**src/rtl/mult_seq_ctrl_n.sv**
```systemverilog
// Sequential shift-add multiplier with generic width and run-time signed/unsigned mode.
// Product {Aval,Bval} plus extension bit X is valid while Done is high.
module mult_seq_ctrl_n #(
  parameter int N  = 8,
  parameter int CW = $clog2(N)
) (
  input  logic         Clk,
  input  logic         Reset,
  input  logic         ClearA_LoadB,
  input  logic         Run,
  input  logic         Signed_Mode,
  input  logic [N-1:0] S,
  output logic [N-1:0] Aval,
  output logic [N-1:0] Bval,
  output logic         X,
  output logic         Busy,
  output logic         Done
);

  typedef enum logic [2:0] {
    IDLE  = 3'd0,
    CLR   = 3'd1,
    OP    = 3'd2,
    SHIFT = 3'd3,
    DONE  = 3'd4
  } state_t;

  state_t        state;
  logic [N-1:0]  a_reg;
  logic [N-1:0]  b_reg;
  logic [N-1:0]  m_reg;
  logic          x_reg;
  logic          sm;
  logic [CW-1:0] cnt;

  logic [N:0]    a_ext;
  logic [N:0]    m_ext;
  logic [N:0]    sum;
  logic          last;

  assign last = (cnt == CW'(N - 1));

  // The final signed step subtracts: the multiplier MSB carries negative weight.
  always_comb begin
    a_ext = sm ? {a_reg[N-1], a_reg} : {1'b0, a_reg};
    m_ext = sm ? {m_reg[N-1], m_reg} : {1'b0, m_reg};
    sum   = (sm && last) ? (a_ext - m_ext) : (a_ext + m_ext);
  end

  always_ff @(posedge Clk) begin
    if (Reset) begin
      state <= IDLE;
      a_reg <= '0;
      b_reg <= '0;
      m_reg <= '0;
      x_reg <= 1'b0;
      sm    <= 1'b0;
      cnt   <= '0;
      Busy  <= 1'b0;
      Done  <= 1'b0;
    end else begin
      case (state)
        IDLE: begin
          if (ClearA_LoadB) begin
            a_reg <= '0;
            x_reg <= 1'b0;
            b_reg <= S;
          end else if (Run) begin
            state <= CLR;
            Busy  <= 1'b1;
          end
        end
        CLR: begin
          a_reg <= '0;
          x_reg <= 1'b0;
          m_reg <= S;
          sm    <= Signed_Mode;
          cnt   <= '0;
          state <= OP;
        end
        OP: begin
          if (b_reg[0]) begin
            x_reg <= sum[N];
            a_reg <= sum[N-1:0];
          end
          state <= SHIFT;
        end
        SHIFT: begin
          b_reg <= {a_reg[0], b_reg[N-1:1]};
          a_reg <= {x_reg, a_reg[N-1:1]};
          x_reg <= sm ? x_reg : 1'b0;
          if (last) begin
            state <= DONE;
            Busy  <= 1'b0;
            Done  <= 1'b1;
          end else begin
            cnt   <= cnt + CW'(1);
            state <= OP;
          end
        end
        DONE: begin
          if (!Run) begin
            state <= IDLE;
            Done  <= 1'b0;
          end
        end
        default: begin
          state <= IDLE;
          Busy  <= 1'b0;
          Done  <= 1'b0;
        end
      endcase
    end
  end

  assign Aval = a_reg;
  assign Bval = b_reg;
  assign X    = x_reg;

endmodule
```
**config.mk**
```make
export PLATFORM = sky130hd
export DESIGN_NAME = mult_seq_ctrl_n
export DESIGN_NICKNAME = d
export VERILOG_FILES = /design/src/rtl/mult_seq_ctrl_n.sv
export SDC_FILE = /design/constraint.sdc
export NUM_CORES = 1
export LEC_CHECK = 0
export BUFFER_PORTS_ARGS = -buffer_cell sky130_fd_sc_hd__buf_4
export CORE_ASPECT_RATIO = 2
export CORE_MARGIN = 1.5
export CORE_UTILIZATION = 35
export CTS_CLUSTER_DIAMETER = 200
export DETAILED_ROUTE_END_ITERATION = 10
export MAX_ROUTING_LAYER = met4
export PLACE_DENSITY = 0.6
export SLEW_MARGIN = 20
export SYNTH_ARGS = -nofsm -noshare
export SYNTH_HDL_FRONTEND = slang
export SYNTH_SLANG_ARGS = --single-unit
```
**constraint.sdc**
```tcl
create_clock -name Clk -period 2.4 [get_ports Clk]
set_input_delay 0.24 -clock Clk [delete_from_list [all_inputs] [get_ports Clk]]
set_output_delay 0.24 -clock Clk [all_outputs]
set_load 0.02 [all_outputs]
```
# After elaboration in Yosys (flattened, before gate mapping)
# Index checks and enable logic that the tools add are counted.
# W data, S select, Z words.
# word_totals
register_bits	34
in_bits	13
out_inout_bits	19
elab_cells	67
# op_classes
add_sub_neg	3
n_eq_ne	13
muxes	26
bitwise_logic	2
n_reduce_logical	14
# ops
op	count
$pmux W8 S4	1
$mux W9	3
$mux W8	3
$ne A2 B2 Y1 const B	8
$pmux W8 S2	1
$mux W3	5
$pmux W3 S5	1
$add A9 B9 Y9	1
$reduce_and A3 Y1	3
$sub A9 B9 Y9	1
$mux W1	8
$reduce_and A4 Y1	2
$eq A3 B2 Y1 const B	2
$eq A3 B3 Y1 const B	2
$pmux W1 S3	2
$pmux W3 S2	1
$reduce_or A3 Y1	2
$pmux W1 S4	1
$reduce_and A2 Y1	2
$reduce_bool A2 Y1	2
$reduce_bool A4 Y1	1
$add A3 B1 Y3 const B	1
$eq A3 B1 Y1 const B	1
$logic_not A3 Y1	1
2 further kinds	3

# Logic depth before layout (Yosys ltp)
# logic_depth
depth_word	5
ltp_mapped	12
ltp_nobuf	12

# Worst setup path before layout
# No wires, ideal clock.
# synth_path
path_kind	register -> register
from	register cnt[0]
to	register x_reg (netlist: X)
setup_time_ps	62
arrival_time_ps	2489
required_ps	2338
setup_slack_ps	-151
path_stages_with_launch	12
n_path_buf	0
period_less_slack_ps	2551
path_cell_list	dfxtp_1 > ha_1 > ha_1 > nand2_1 > nand2_1 > o21ai_0 > fa_1 > nand2b_1 > a21oi_1 > o21ai_0 > or4b_1 > nand3_1
# synth_via
elab_chain_len	5
# synth_lines
item	line	rtl
start: declaration	34	logic [CW-1:0] cnt;
start signal: assignment	97	cnt <= cnt + CW'(1);
$eq A3 B3 Y1	41	assign last = (cnt == CW'(N - 1));
$logic_and A1 B1 Y1	47	sum = (sm && last) ? (a_ext - m_ext) : (a_ext + m_ext);
$mux W9	47	
$mux W1	82	if (b_reg[0]) begin
$pmux W1 S4	62	case (state)
end signal: assignment	83	x_reg <= sum[N];
end signal: assignment	91	x_reg <= sm ? x_reg : 1'b0;
end: declaration	32	logic x_reg;
# Every way passes these cells. The select of a mux whose other input is x is not followed.
# A chain may end at the register's enable or synchronous reset.

# Final worst setup path
# layout_path
from	register cnt[1]
to	register x_reg (netlist: X)
# Same word-level chain as after synthesis.

==> metrics.log <==
[metrics] HP Class: primary input to flip-flop
[metrics] Syn Inst Count: 274
[metrics] utilization after layout: between 40% and 50%
[metrics] combinational family with the most area after synthesis: simple AND/OR/NAND/NOR gates
[metrics] family of cells with the greatest summed delay on the critical path: simple AND/OR/NAND/NOR gates
[metrics] number of antenna violations at the first check in global routing: 0
[metrics] clk sink count: 34
[metrics] H-tree levels: 2
[metrics] CTS tree: done
[metrics] effective utilization at floorplan: between 30% and 40%
[metrics] relative slew slack: between 20% and 30%
[metrics] Leakage Power: between 1 and 1.5 nW
[metrics] DRT antenna net count: 0
[metrics] die outline area: between 6000 and 7000 µm²
[metrics] # IOs: 32
[metrics] total global-route track usage: between 20 and 25%
[metrics] post-route setup TNS: 0 ns
[metrics] adder-cell area share of the yosys netlist: under 10%
[metrics] peak ir drop on the vdd network: 0.455 mV
[metrics] run status: finished, final reports clean
[metrics] EDFF count, synth: 0
[metrics] syn_nets: between 200 and 300
[metrics] final clock period utilization by the worst path: 98.2%
[metrics] sum of overflow across all layers after global routing: 0
[metrics] Routed WL: 5.94 mm
[metrics] max-cap violations: 0
[metrics] class of the most critical setup path: flip-flop to flip-flop
[metrics] vias per cell: 5.59
[metrics] vias after detailed routing: 2187
[metrics] Avg Synthesized Cell Area: approximately 7.7 µm²
[metrics] CP required: around 2.6 ns
[metrics] number of failing setup endpoints in the final timing report: 0
[metrics] clk root buf: sky130_fd_sc_hd__clkbuf_16
[metrics] total power: 0.00205 W
[metrics] clock latency reported for the late side of the worst-skew pair: roughly 0.28 ns
[metrics] Power Density: 726 nW/µm²
[metrics] row count: 39
[metrics] largest fanout on the critical path: 4
[metrics] total buffers and inverters traversed by the critical path: 0
[metrics] clock slew at reported path FFs: about 0.06 ns
[metrics] YS warnings: 0
[metrics] number of port buffers: 31
[metrics] mapped cell area: roughly 2100 µm²
[metrics] synthesized-area fraction occupied by ao, oa, aoi and oai cells: 23.9%
[metrics] endpoint class of the critical path: flip-flop
[metrics] synth unique cells: 48
[metrics] Die Y: between 100 and 150 µm
[metrics] portion of netlist area occupied by mux cells: 1.95%
[metrics] simple logic cell fraction of the synthesized area: about 27%
[metrics] total half-perimeter wirelength after legalization and detailed placement: around 4.5 mm
[metrics] Final Max Tran Viols: 0
[metrics] pin count of the biggest net entering global routing: 35
[metrics] async set-reset flop share out of synthesis: 0%
[metrics] number of design rule violations left after detail routing: 0
[metrics] cell with the largest stage delay on the worst path: sky130_fd_sc_hd__or4b_1
[metrics] Arr. time, crit path: ~2.6 ns
[metrics] Antenna Diode Count: 0
[metrics] Horiz. Die Dim: 57.9 µm
[metrics] cell-by-cell trace of the critical path: ha_4 -> ha_4 -> nand2_2 -> o21ai_0 -> xor2_1 -> ha_1 -> nor2_1 -> o21ai_1 -> o21ai_1 -> or4b_1 -> nand3_1
[metrics] Layout area overhead: 33.3%
[metrics] number of flip-flops and latches in the synthesized netlist: 34
[metrics] First-pass DRT Iterations: 6
[metrics] CTS buffer count: 5
[metrics] Hold Fails Final Rpt: 0
[metrics] wire length of the first global-routing pass: ~10 mm
[metrics] post-layout minimum cycle time: approximately 2.4 ns
[metrics] Hold-fix buffers, CTS: 0
[metrics] maximum clock frequency: between 400 and 500 MHz
[metrics] fraction of layout cells with a size suffix above 1: between 20 and 30%
[metrics] wire length per cell after detailed routing: about 15 µm
[metrics] xor-xnor portion of the synthesized cell area: about 2.5%
[metrics] nets: approximately 350
[metrics] unrepaired setup endpoints after global routing: true
[metrics] post-synthesis sequential area ratio: 32.2%
[metrics] clock skew after layout: between 0.0015 and 0.002 ns
[metrics] via count of the first global-routing pass: 2128
[metrics] Critical Path Source Type: flip-flop
[metrics] Crit path largest cell delay: roughly 0.52 ns
[metrics] transition time of the tightest slew-check pin: roughly 1.1 ns
[metrics] final weighted congestion in routability-driven placement: 0.834
[metrics] tightest hold margin: 0.212 ns
[metrics] number of design-rule violations left by the first detailed-router iteration: approximately 60
[metrics] core outline area: around 5800 µm²
[metrics] top_reg_cell synth: sky130_fd_sc_hd__dfxtp_1
[metrics] clock buffer depth: 2
## metal layers
layer,GRT usage (%),vias up,part of all wire [%]
met5,-,-,0
met4,9.92,0,3.2
met3,2.17,12,1.9
met2,37.9,36,58
met1,20.1,1040,36
li1,-,1099,-
## worst paths after layout
| kind | endpoint | cells after the start | startpoint | slack (ns) |
|---|---|---|---|---|
| worst min-delay path | sm | 3 | Signed_Mode | 0.21 |
| worst max-delay path | X | 11 | cnt[1] | 0.04 |
| worst min register to register | m_reg[6] | 2 | m_reg[6] | 0.49 |
| worst max register to register | X | 11 | cnt[1] | 0.04 |
## cell usage in the layout, fill, tap and decap left out, types with 2 or more instances in the layout
master,n
sky130_fd_sc_hd__xor2_1,2
sky130_fd_sc_hd__nand3_1,9
sky130_fd_sc_hd__mux2i_1,3
sky130_fd_sc_hd__nor4_1,2
sky130_fd_sc_hd__nand2_1,38
sky130_fd_sc_hd__o211ai_1,3
sky130_fd_sc_hd__o21ai_0,12
sky130_fd_sc_hd__a31oi_1,4
sky130_fd_sc_hd__ha_1,9
sky130_fd_sc_hd__nor3_1,5
sky130_fd_sc_hd__a21oi_2,3
sky130_fd_sc_hd__and3_1,2
sky130_fd_sc_hd__dfxtp_1,32
sky130_fd_sc_hd__a21oi_4,2
sky130_fd_sc_hd__a211oi_1,6
sky130_fd_sc_hd__a32oi_1,3
sky130_fd_sc_hd__o21ai_2,2
sky130_fd_sc_hd__buf_4,62
sky130_fd_sc_hd__a21o_1,2
sky130_fd_sc_hd__dfxtp_2,2
sky130_fd_sc_hd__nor2b_1,3
sky130_fd_sc_hd__nand2b_1,6
sky130_fd_sc_hd__o21ai_1,3
sky130_fd_sc_hd__clkbuf_16,5
sky130_fd_sc_hd__a311oi_1,9
sky130_fd_sc_hd__nor2_1,33
sky130_fd_sc_hd__ha_4,2
sky130_fd_sc_hd__nor3b_1,2
sky130_fd_sc_hd__xnor2_1,4
sky130_fd_sc_hd__or3_1,4
sky130_fd_sc_hd__inv_1,11
sky130_fd_sc_hd__a21oi_1,19
## cell families (layout without fill, tap and decap cells)
family,Yosys count,count (layout)
XOR/XNOR,6,6
adder cells (fa/ha/maj),12,12
multiplexers,4,4
AO/OA/AOI/OAI,76,76
flip-flops,34,34
AND/OR/NAND/NOR,117,117
buffers and inverters,25,81
## cell type report
class | count | area, µm²
Clock buffer | 7 | 143
Timing Repair Buffer | 62 | 465
Clock inverter | 1 | 5.00
Tap cell | 61 | 76.3
Multi-Input combinational cell | 215 | 1400
Fill cell | 587 | 2940
Inverter | 11 | 41.3
Sequential cell | 34 | 683
## worst register-to-register path, stage by stage (launching register included)
cell	delay [ns]
sky130_fd_sc_hd__dfxtp_2	0.33
sky130_fd_sc_hd__ha_4	0.16
sky130_fd_sc_hd__ha_4	0.16
sky130_fd_sc_hd__nand2_2	0.10
sky130_fd_sc_hd__o21ai_0	0.11
sky130_fd_sc_hd__xor2_1	0.17
sky130_fd_sc_hd__ha_1	0.36
sky130_fd_sc_hd__nor2_1	0.07
sky130_fd_sc_hd__o21ai_1	0.13
sky130_fd_sc_hd__o21ai_1	0.10
sky130_fd_sc_hd__or4b_1	0.52
sky130_fd_sc_hd__nand3_1	0.09
## stage by stage
step | std cells | area (µm²) | setup WS [ns]
3_5_place_dp | 379 | 2580 | -0.168
6_report | 391 | 2820 | 0.0429
5_1_grt | 391 | 2820 | -0.125
4_1_cts | 387 | 2780 | 0.0206
2_1_floorplan | 274 | 2140 | 0.00612
3_3_place_gp | 379 | 2580 | -0.0774
## power by group
group | total [W] | internal, W | switching (W)
registers | 0.000658 | 0.000608 | 0.0000504
logic | 0.000730 | 0.000358 | 0.000371
clock network | 0.000658 | 0.000412 | 0.000247
## synthesized netlist by cell type (2+ instances only)
| cell type | count | share of area (%) |
|---|---|---|
| sky130_fd_sc_hd__buf_4 | 2 | 0.71 |
| sky130_fd_sc_hd__nor3_1 | 5 | 1.2 |
| sky130_fd_sc_hd__xor2_1 | 2 | 0.83 |
| sky130_fd_sc_hd__a21oi_1 | 22 | 5.2 |
| sky130_fd_sc_hd__a21o_1 | 2 | 0.71 |
| sky130_fd_sc_hd__clkbuf_1 | 9 | 1.6 |
| sky130_fd_sc_hd__and2_1 | 2 | 0.59 |
| sky130_fd_sc_hd__a311oi_1 | 9 | 3.7 |
| sky130_fd_sc_hd__nand3_1 | 9 | 2.1 |
| sky130_fd_sc_hd__a32oi_1 | 3 | 1.2 |
| sky130_fd_sc_hd__a31oi_1 | 4 | 1.2 |
| sky130_fd_sc_hd__and3_1 | 2 | 0.59 |
| sky130_fd_sc_hd__nor4_1 | 2 | 0.59 |
| sky130_fd_sc_hd__dfxtp_1 | 34 | 32 |
| sky130_fd_sc_hd__nand2_1 | 39 | 6.9 |
| sky130_fd_sc_hd__inv_1 | 11 | 2.0 |
| sky130_fd_sc_hd__mux2i_1 | 3 | 1.4 |
| sky130_fd_sc_hd__or3_1 | 4 | 1.2 |
| sky130_fd_sc_hd__nor2_1 | 34 | 6.0 |
| sky130_fd_sc_hd__a211oi_1 | 6 | 2.1 |
| sky130_fd_sc_hd__xnor2_1 | 4 | 1.7 |
| sky130_fd_sc_hd__o211ai_1 | 3 | 1.1 |
| sky130_fd_sc_hd__nor2b_1 | 3 | 0.89 |
| sky130_fd_sc_hd__nand2b_1 | 7 | 2.1 |
| sky130_fd_sc_hd__ha_1 | 11 | 6.5 |
| sky130_fd_sc_hd__o21ai_0 | 17 | 4.0 |
| sky130_fd_sc_hd__nor3b_1 | 2 | 0.71 |
| sky130_fd_sc_hd__buf_2 | 3 | 0.71 |
## what timing repair did
| action | CTS | global route |
|---|---|---|
| pin swaps | 3 | 13 |
| setup endpoints to repair | 5 | 6 |
| gates resized for setup | 15 | 4 |
| setup buffers | 0 | 4 |
| cloned | 0 | 0 |
(Power assumes the default switching activity.)
